--- src/rtl/bcdc_pkg.sv ---
// Shared digit type, BCD constants and the per-digit legality check for the
// multi-digit BCD up/down counter.
package bcdc_pkg;

  localparam int DIGIT_W = 4;
  localparam logic [DIGIT_W-1:0] BCD_MAX = 4'd9;

  typedef logic [DIGIT_W-1:0] bcd_digit_t;

  function automatic logic bcd_valid(input bcd_digit_t digit);
    return (digit <= BCD_MAX);
  endfunction

endpackage

--- src/rtl/bcd_digit.sv ---
// One BCD digit of the counter: steps by one when cin_i is set, in the
// direction given by up_i, and reports carry/borrow to the next digit.
module bcd_digit
  import bcdc_pkg::*;
(
  input  bcd_digit_t val_i,
  input  logic       cin_i,
  input  logic       up_i,
  output bcd_digit_t nxt_o,
  output logic       cout_o
);

  always_comb begin
    nxt_o  = val_i;
    cout_o = 1'b0;
    if (cin_i) begin
      if (up_i) begin
        if (val_i >= BCD_MAX) begin
          nxt_o  = '0;
          cout_o = 1'b1;
        end else begin
          nxt_o = val_i + 4'd1;
        end
      end else begin
        if (val_i == '0) begin
          nxt_o  = BCD_MAX;
          cout_o = 1'b1;
        end else begin
          nxt_o = val_i - 4'd1;
        end
      end
    end
  end

endmodule

--- src/rtl/bcd_updown_counter.sv ---
// Parametrised BCD up/down counter with runtime modulus, validated load, clear,
// and registered TC/ERR pulses. Define BCDC_SAT_EN for saturating (non-wrapping) mode.
module bcd_updown_counter
  import bcdc_pkg::*;
#(
  parameter  int DIGITS = 2,
  localparam int W      = DIGIT_W * DIGITS
) (
  input  logic         CK,
  input  logic         RN,
  input  logic         EN,
  input  logic         UP,
  input  logic         CLR,
  input  logic         LD,
  input  logic [W-1:0] D,
  input  logic [W-1:0] LIMIT,
  output logic [W-1:0] Q,
  output logic         TC,
  output logic         ERR,
  output logic         ZERO
);

  logic [W-1:0]  q_q, q_d;
  logic          tc_q, tc_d;
  logic          err_q, err_d;
  logic [W-1:0]  step_val;
  logic [DIGITS:0] cy;
  logic [W-1:0]  eff_lim;
  logic          lim_ok, d_digits_ok, d_ok;
  logic          q_ge_lim, q_gt_lim;

  always_comb begin
    lim_ok      = 1'b1;
    d_digits_ok = 1'b1;
    for (int i = 0; i < DIGITS; i++) begin
      lim_ok      = lim_ok & bcd_valid(LIMIT[DIGIT_W*i +: DIGIT_W]);
      d_digits_ok = d_digits_ok & bcd_valid(D[DIGIT_W*i +: DIGIT_W]);
    end
  end

  // Both operands are legal BCD, so plain unsigned compares order them correctly.
  assign eff_lim  = lim_ok ? LIMIT : {DIGITS{BCD_MAX}};
  assign d_ok     = d_digits_ok && (D <= eff_lim);
  assign q_ge_lim = (q_q >= eff_lim);
  assign q_gt_lim = (q_q > eff_lim);

  assign cy[0] = 1'b1;
  for (genvar g = 0; g < DIGITS; g++) begin : g_digit
    bcd_digit u_digit (
      .val_i  (q_q[DIGIT_W*g +: DIGIT_W]),
      .cin_i  (cy[g]),
      .up_i   (UP),
      .nxt_o  (step_val[DIGIT_W*g +: DIGIT_W]),
      .cout_o (cy[g+1])
    );
  end

  always_comb begin
    q_d   = q_q;
    tc_d  = 1'b0;
    err_d = 1'b0;
    if (CLR) begin
      q_d = '0;
    end else if (LD) begin
      if (d_ok) q_d = D;
      else      err_d = 1'b1;
    end else if (EN) begin
      if (UP) begin
        if (q_ge_lim) begin
`ifdef BCDC_SAT_EN
          q_d = eff_lim;
`else
          q_d = '0;
`endif
          tc_d = 1'b1;
        end else begin
          q_d = step_val;
        end
      end else begin
        // A borrow out of the top digit means the count was already zero.
        if (cy[DIGITS]) begin
`ifdef BCDC_SAT_EN
          q_d = '0;
`else
          q_d = eff_lim;
`endif
          tc_d = 1'b1;
        end else if (q_gt_lim) begin
          q_d = eff_lim;
        end else begin
          q_d = step_val;
        end
      end
    end
  end

  always_ff @(posedge CK or negedge RN) begin
    if (!RN) begin
      q_q   <= '0;
      tc_q  <= 1'b0;
      err_q <= 1'b0;
    end else begin
      q_q   <= q_d;
      tc_q  <= tc_d;
      err_q <= err_d;
    end
  end

  assign Q    = q_q;
  assign TC   = tc_q;
  assign ERR  = err_q;
  assign ZERO = (q_q == '0);

endmodule

--- config.mk ---
export PLATFORM = sky130hd
export DESIGN_NAME = bcd_updown_counter
export DESIGN_NICKNAME = d
export VERILOG_FILES = /design/src/rtl/bcdc_pkg.sv /design/src/rtl/bcd_digit.sv /design/src/rtl/bcd_updown_counter.sv
export SDC_FILE = /design/constraint.sdc
export NUM_CORES = 1
export LEC_CHECK = 0
export ABC_AREA = 1
export BUFFER_PORTS_ARGS = -buffer_cell sky130_fd_sc_hd__buf_4
export CELL_PAD_IN_SITES_DETAIL_PLACEMENT = 2
export CELL_PAD_IN_SITES_GLOBAL_PLACEMENT = 2
export CORE_ASPECT_RATIO = 1.25
export CORE_MARGIN = 4
export CORE_UTILIZATION = 30
export CTS_BUF_LIST = sky130_fd_sc_hd__clkbuf_8
export DETAILED_ROUTE_END_ITERATION = 10
export PLACE_DENSITY = 0.88
export RECOVER_POWER = 50
export SYNTH_ARGS = -nofsm -noshare
export SYNTH_HDL_FRONTEND = slang
export SYNTH_SLANG_ARGS = --single-unit
--- constraint.sdc ---
create_clock -name CK -period 3.85 [get_ports CK]
set_input_delay 0.1925 -clock CK [delete_from_list [all_inputs] [get_ports CK]]
set_output_delay 0.1925 -clock CK [all_outputs]
set_load 0.005 [all_outputs]
==> impl_metrics.toml, run 1 <==
[cts]
cts_tree = "done"
root_buffer = "clkbuf_8"
cts_max_level = 1
clock-sinks = 10
cts_made_buffers = 3
cts.clk_slew.worst_paths_ps = 50
cts_resized = 0
clock_path_buffers = 2
ctsHoldBuffers = 1
post_cts_buffers = 0
clock_latency_ps = 250

[setup_path]
required_ps = 3980
path_cells = "buf_4 -> o21ai_0 -> nand2_1 -> inv_1 -> nand2_1 -> ha_1 -> a21oi_1 -> nor2_1 -> nor2_1 -> nand2_1 -> nand2_1 -> nand2_8 -> nand2_8 -> nand2_2 -> nand3_1 -> nand2_1 -> nand2_1 -> nand2_1"
endpoint_kind = "flop"
path_delay_family = "simple AND/OR/NAND/NOR gates"
start_kind = "input pin"
r2r_slack_ps = 1440
endpoint = "Q[5]"
cpPeakStageDelay_ps = 330
ff2ff_path_depth = 12
arrival_ps = 2630
path_depth = 18
cpMostUsedCell = "nand2_1"
critPathBufInv = 2
r2r_start = "Q[6]"
r2r_end = "Q[5]"
crit_type = "in2reg"
startpoint = "LIMIT[2]"
cp_max_fo = 9
critPathSlowestCell = "ha_1"

[sta]
clock_skew_ps = 0.980
post-route-min-period_ps = 2500
slew_headroom = 0.579
fmax_ghz = 0.400
fin_crit_sh = 0.650
setup_violations = 0
tns_ps = 0
worstMarginPinSlew_ps = 631
rsz0062_at_grt = "false"
finalMaxSlewViolations = 0
final_hold_viol_count = 0

[pwr]
p_leak_nw = 1.06
power.total_uw = 682
p_per_area_mw_per_mm2 = 351
vdd_drop_max_mv = 0.106

[drt]
drc = 0
ant_nets = 0
dr.first_iter.drc_count = 70
finalWirelength_mm = 6.31
via_per_inst = 5.33
wire_per_inst_um = 18.3
drtPass1Iterations = 4
vias = 1839

[status]
status = "complete, no violations"

[global_route]
grt.total_usage = 0.204
grt_overflow = 0
grt_pass1_vias = 2057
grt_start_max_net_pins = 16
grt_first_pass_wirelength_mm = 10.5
antenna_found_initial = 0

[logic_synthesis]
yosysSeqAreaShare = 0.156
synthCells = 251
synth_fp_nets = 295
avgSynthCellArea_sq_um = 6.41
ys_types = 33
yosys_warnings = 0
synth-edff-count = 0
synthFlopType = "dfrtp_1"
netlist_area_sq_mm = 0.00161
ys_async_sr_fraction = 1.00
ys_seq_elements = 10

[final_layout]
area_growth_syn_to_layout_pct = 20.8
final_common_cell = "nand2_1"
final_nets = 328
n_fill_cell = 655
drive_gt1_frac = 0.191
final_cell_mix = "nand2_1 (75), nor2_1 (33), nand3_1 (28)"
n_antenna_cell = 0

[floorplan]
dieArea_sq_mm = 0.00661
die_h_um = 89.9
row_count = 29
start_util = 0.312
io_pins = 33
core_sq_mm = 0.00515
dieWidth_um = 73.5

[min_path]
hp-class = "in2reg"

[run]
maxCapViolations = 0

[place]
io_buffers = 32
gp_congestion = 0.821
hpwl_mm = 4.77
worst register-to-register path, delay by kind of cell (launching register included):
family	cells	cell delay (ps)
adder cells (fa/ha/maj)	1	400
flip-flops	1	530
AND/OR/NAND/NOR	11	1370
cell usage after synthesis (2+ instances only):
library cell | count | share of area
o21ai_1 | 2 | 0.0062
buf_4 | 2 | 0.0093
nand2_2 | 5 | 0.019
nand3b_2 | 2 | 0.014
o22ai_1 | 2 | 0.0078
a21oi_1 | 8 | 0.025
xnor2_1 | 3 | 0.016
buf_2 | 2 | 0.0062
dfrtp_1 | 10 | 0.16
inv_1 | 19 | 0.044
nand3_2 | 2 | 0.012
nor2_1 | 33 | 0.077
nand4_1 | 7 | 0.027
nand2_1 | 75 | 0.17
nand2_8 | 2 | 0.025
o21ai_0 | 8 | 0.025
xor2_1 | 2 | 0.011
ha_1 | 22 | 0.17
nand3_1 | 28 | 0.087
inv_2 | 4 | 0.0093
flip-flops by register name (all words and copies together), names as in the netlist:
| signal | count |
|---|---|
| ERR | 1 |
| TC | 1 |
| Q | 8 |
logic make-up after synthesis:
| kind of cell | after synthesis | share of synthesized area |
|---|---|---|
| AO/OA/AOI/OAI | 25 | 0.0871 |
| buffers and inverters | 29 | 0.0801 |
| flip-flops | 10 | 0.156 |
| XOR/XNOR | 5 | 0.0272 |
| AND/OR/NAND/NOR | 160 | 0.479 |
| adder cells (fa/ha/maj) | 22 | 0.171 |
stage by stage:
step,cells,util,setup slack (ps),hold slack [ps],area [sq um]
after global placement,340,0.367,1370,34.2,1890
final,345,0.377,1350,183,1940
after detailed placement,340,0.367,1250,37.5,1890
after floorplan,251,-,1860,-103,1610
after global routing,345,0.377,1140,185,1940
after CTS,345,0.380,1400,183,1960
layout make-up:
type | count | area [sq um] | area share
multi-input cells | 212 | 1230 | 0.633
flip-flops and latches | 10 | 250 | 0.129
repair buffers | 33 | 239 | 0.123
inverters | 24 | 92.6 | 0.0476
well taps | 62 | 77.6 | 0.0399
clock buffers | 4 | 55.1 | 0.0283
worst min path at each step:
stage | start | to | slack (ps) | cells after the start
floorplan | RN | ERR | -100 | 0
global placement | RN | Q[7] | 30 | 1
detailed placement | RN | Q[6] | 40 | 1
CTS | EN | TC | 180 | 3
global route | EN | TC | 180 | 3
finish | EN | TC | 180 | 3
routing by layer:
layer	track usage	up-vias	wire length, um
met5	0	-	0
met4	0.0785	0	174
met3	0.0134	13	151
met2	0.378	44	3510
met1	0.234	895	2470
li1	-	887	-
power breakdown:
| part | leakage, nW | switching [mW] | internal (mW) | total [mW] |
|---|---|---|---|---|
| registers | 0.132 | 0.0337 | 0.117 | 0.151 |
| logic | 0.901 | 0.240 | 0.150 | 0.391 |
| clock network | 0.0288 | 0.0495 | 0.0906 | 0.140 |
Power figures use the tool's default switching activity.
==> run 2, diff against run 1 <==
--- a/config.mk
+++ b/config.mk
@@ -5,7 +5,7 @@
 export SDC_FILE = /design/constraint.sdc
 export NUM_CORES = 1
 export LEC_CHECK = 0
-export ABC_AREA = 1
+export ABC_AREA = 0
 export BUFFER_PORTS_ARGS = -buffer_cell sky130_fd_sc_hd__buf_4
 export CELL_PAD_IN_SITES_DETAIL_PLACEMENT = 2
 export CELL_PAD_IN_SITES_GLOBAL_PLACEMENT = 2
@@ -14,7 +14,7 @@
 export CORE_UTILIZATION = 30
 export CTS_BUF_LIST = sky130_fd_sc_hd__clkbuf_8
 export DETAILED_ROUTE_END_ITERATION = 10
-export PLACE_DENSITY = 0.88
+export PLACE_DENSITY = 0.85
 export RECOVER_POWER = 50
 export SYNTH_ARGS = -nofsm -noshare
 export SYNTH_HDL_FRONTEND = slang
==> constraint.sdc (replaced) <==
create_clock -name CK -period 2.1 [get_ports CK]
set_input_delay 0.105 -clock CK [delete_from_list [all_inputs] [get_ports CK]]
set_output_delay 0.105 -clock CK [all_outputs]
set_load 0.005 [all_outputs]
==> run 2 against run 1 <==
  * The flow now finishes with violations (negative setup slack)
  * Design area grew 45%
  * Sequential cell count is the same
  * Largest cell class unchanged
  * Non-clock buffer count grew 70
  * Highest routed layer unchanged
  * Via count grew 26%
  * Global-route usage grew 13 points
  * First-iteration DRC count grew 140%
  * Clock skew grew 2.9 ps
  * Count of clock-buffer cells in the layout shrank 1
  * Cell count grew 4.6%
  * Area after synthesis shrank 0.78%
  * Critical path depth shrank 10
==> impl_metrics.toml, run 2 <==
[sta]
setup_violations = 10
clock_skew_ps = 3.91
fmax_ghz = 0.379
final_hold_viol_count = 0
setup_ws_ps = -538
whs_ps = 140
post-route-min-period_ps = 2640
rsz0062_at_grt = "true"
finalMaxSlewViolations = 0
slew_headroom = 0.523
fin_crit_sh = 1.26
worstMarginPinSlew_ps = 715
tns_ps = -3490

[drt]
drtPass1Iterations = 4
wire_per_inst_um = 31.7
via_per_inst = 6.42
vias = 2319
finalWirelength_mm = 11.4
dr.first_iter.drc_count = 168
ant_nets = 0
drc = 0

[final_layout]
final_nets = 344
final_common_cell = "buf_4"
n_fill_cell = 516
n_antenna_cell = 0
largest_reg_flops = 8
final_cell_mix = "buf_4 (95), nand2_1 (21), ha_1 (14)"
drive_gt1_frac = 0.545
area_growth_syn_to_layout_pct = 76.5

[logic_synthesis]
synth_fa_ha_area_frac = 0.172
synth-edff-count = 0
yosys_warnings = 0
ys_types = 55
synth_fp_nets = 244
synth_commonest_cells = "nand2_1 (23), ha_1 (22), o21ai_0 (15)"
synth_largest_area_cell = "ha_1"
synth-simple-area-share = 0.237
synthCells = 200
ys_seq_elements = 10
synth_compound_area_frac = 0.352
synth_top_area_share = 0.172
synth_top_family_by_area = "compound AO/OA/AOI/OAI gates"
synthFlopType = "dfrtp_1"
yosysSeqAreaShare = 0.157
synth_area_leaders = "ha_1 (17%), dfrtp_1 (16%), nand2_1 (5.4%)"
yosysMostFrequentCell = "nand2_1"
avgSynthCellArea_sq_um = 7.98
netlist_area_sq_mm = 0.00160
synthXorXnorAreaFrac = 0.00549
synth.area.mux_share = 0.0188
ys_async_sr_fraction = 1.00

[cts]
root_buffer = "clkbuf_8"
clock_path_buffers = 2
cts_max_level = 1
clock-sinks = 10
cts_tree = "done"
cts.clk_slew.worst_paths_ps = 60
clock_latency_ps = 250
cts_made_buffers = 3

[global_route]
grt_start_max_net_pins = 21
grt_first_pass_wirelength_mm = 15.9
antenna_found_initial = 0
grt.total_usage = 0.335
grt_overflow = 0
grt_pass1_vias = 2528

[setup_path]
required_ps = 2220
start_kind = "flop"
endpoint_kind = "flop"
critPathSlowestCell = "o21ai_0"
r2r_start = "Q[4]"
arrival_ps = 2760
cp_max_fo = 11
path_cells = "buf_4 -> buf_4 -> and4b_1 -> o21ai_0 -> nand3_1 -> a22o_2 -> a32oi_1 -> o211ai_1"
cpMostUsedCell = "buf_4"
startpoint = "Q[4]"
cpPeakStageDelay_ps = 470
crit_type = "reg2reg"

[floorplan]
die_h_um = 89.6
dieArea_sq_mm = 0.00656
io_pins = 33
core_sq_mm = 0.00512
start_util = 0.312
row_count = 29
dieWidth_um = 73.3

[status]
violations = "negative setup slack"
status = "finished with violations"

[pwr]
p_per_area_mw_per_mm2 = 543
p_leak_nw = 1.23
vdd_drop_max_mv = 0.197

[min_path]
min-delay-start = "CLR"
hp-class = "in2reg"

[place]
gp_congestion = 0.890
io_buffers = 32
hpwl_mm = 6.20

[run]
maxCapViolations = 0
run 2: cell count changes after synthesis, sizes merged, moves of 7 or more:
cell and change:
inv -16, nor2 -26, nor3 +9, nand3 -26
nor2b +7, nand2 -60, a31oi +8
run 2: path summary, 6_finish.rpt:
kind / endpoint / slack, ps / depth (start not counted)
setup / recovery: Q[7] / -540 / 8
hold / removal: ERR / 140 / 2
setup reg to reg: Q[7] / -540 / 8
hold reg to reg: Q[6] / 680 / 2
max in group asynchronous: Q[1] / 1170 / 2
min in group asynchronous: TC / 430 / 2
run 2: power breakdown:
group	switching [mW]	leakage, nW	internal, mW
Clock	0.0972	0.0269	0.130
Sequential	0.0253	0.132	0.211
Combinational	0.580	1.07	0.487
Total	0.702	1.23	0.827
run 2: cell type report:
class / instances / area, sq um / share of cell area
inverters: 8 / 32.5 / 0.0115
well taps: 62 / 77.6 / 0.0275
clock buffers: 3 / 41.3 / 0.0147
repair buffers: 103 / 807 / 0.286
multi-input cells: 174 / 1600 / 0.569
flip-flops and latches: 10 / 253 / 0.0897
clock inverters: 1 / 3.75 / 0.00133
run 2: through the flow:
step	total power [mW]	util	instances	instance area (sq um)	setup WS (ps)
2_1_floorplan	0.636	-	200	1700	-175
3_3_place_gp	0.953	0.463	342	2370	-494
3_5_place_dp	1.01	0.463	342	2370	-653
4_1_cts	1.36	0.526	359	2690	-265
5_1_grt	1.59	0.551	361	2820	-550
6_report	1.53	0.551	361	2820	-538
run 2: kinds of logic (layout without fill, tap and decap cells):
family / after synthesis / in the layout
AO/OA/AOI/OAI: 80 / 80
AND/OR/NAND/NOR: 68 / 68
adder cells (fa/ha/maj): 22 / 22
XOR/XNOR: 1 / 1
flip-flops: 10 / 10
multiplexers: 3 / 3
buffers and inverters: 16 / 115
run 2: per-layer routing:
layer,GRT usage,share of wire,up-vias
met5,0,0,-
met4,0.149,0.047,0
met3,0.0472,0.057,48
met2,0.592,0.51,119
met1,0.398,0.38,1170
li1,-,-,982
run 2: worst max-delay path, delay by kind of cell, from the launching register on:
kind | cells | cell delay (ps)
AOI/OAI and AO/OA | 4 | 1170
buffers and inverters | 2 | 360
DFF | 1 | 450
and+or+nand+nor | 2 | 520
run 2: what timing repair did:
item                                    CTS  global route
pin swaps                                18             5
resized for setup                        34            18
endpoints found under the hold margin    10             0
setup buffers                            12             3
hold buffers                              1             0
endpoints found under the setup margin    9            11
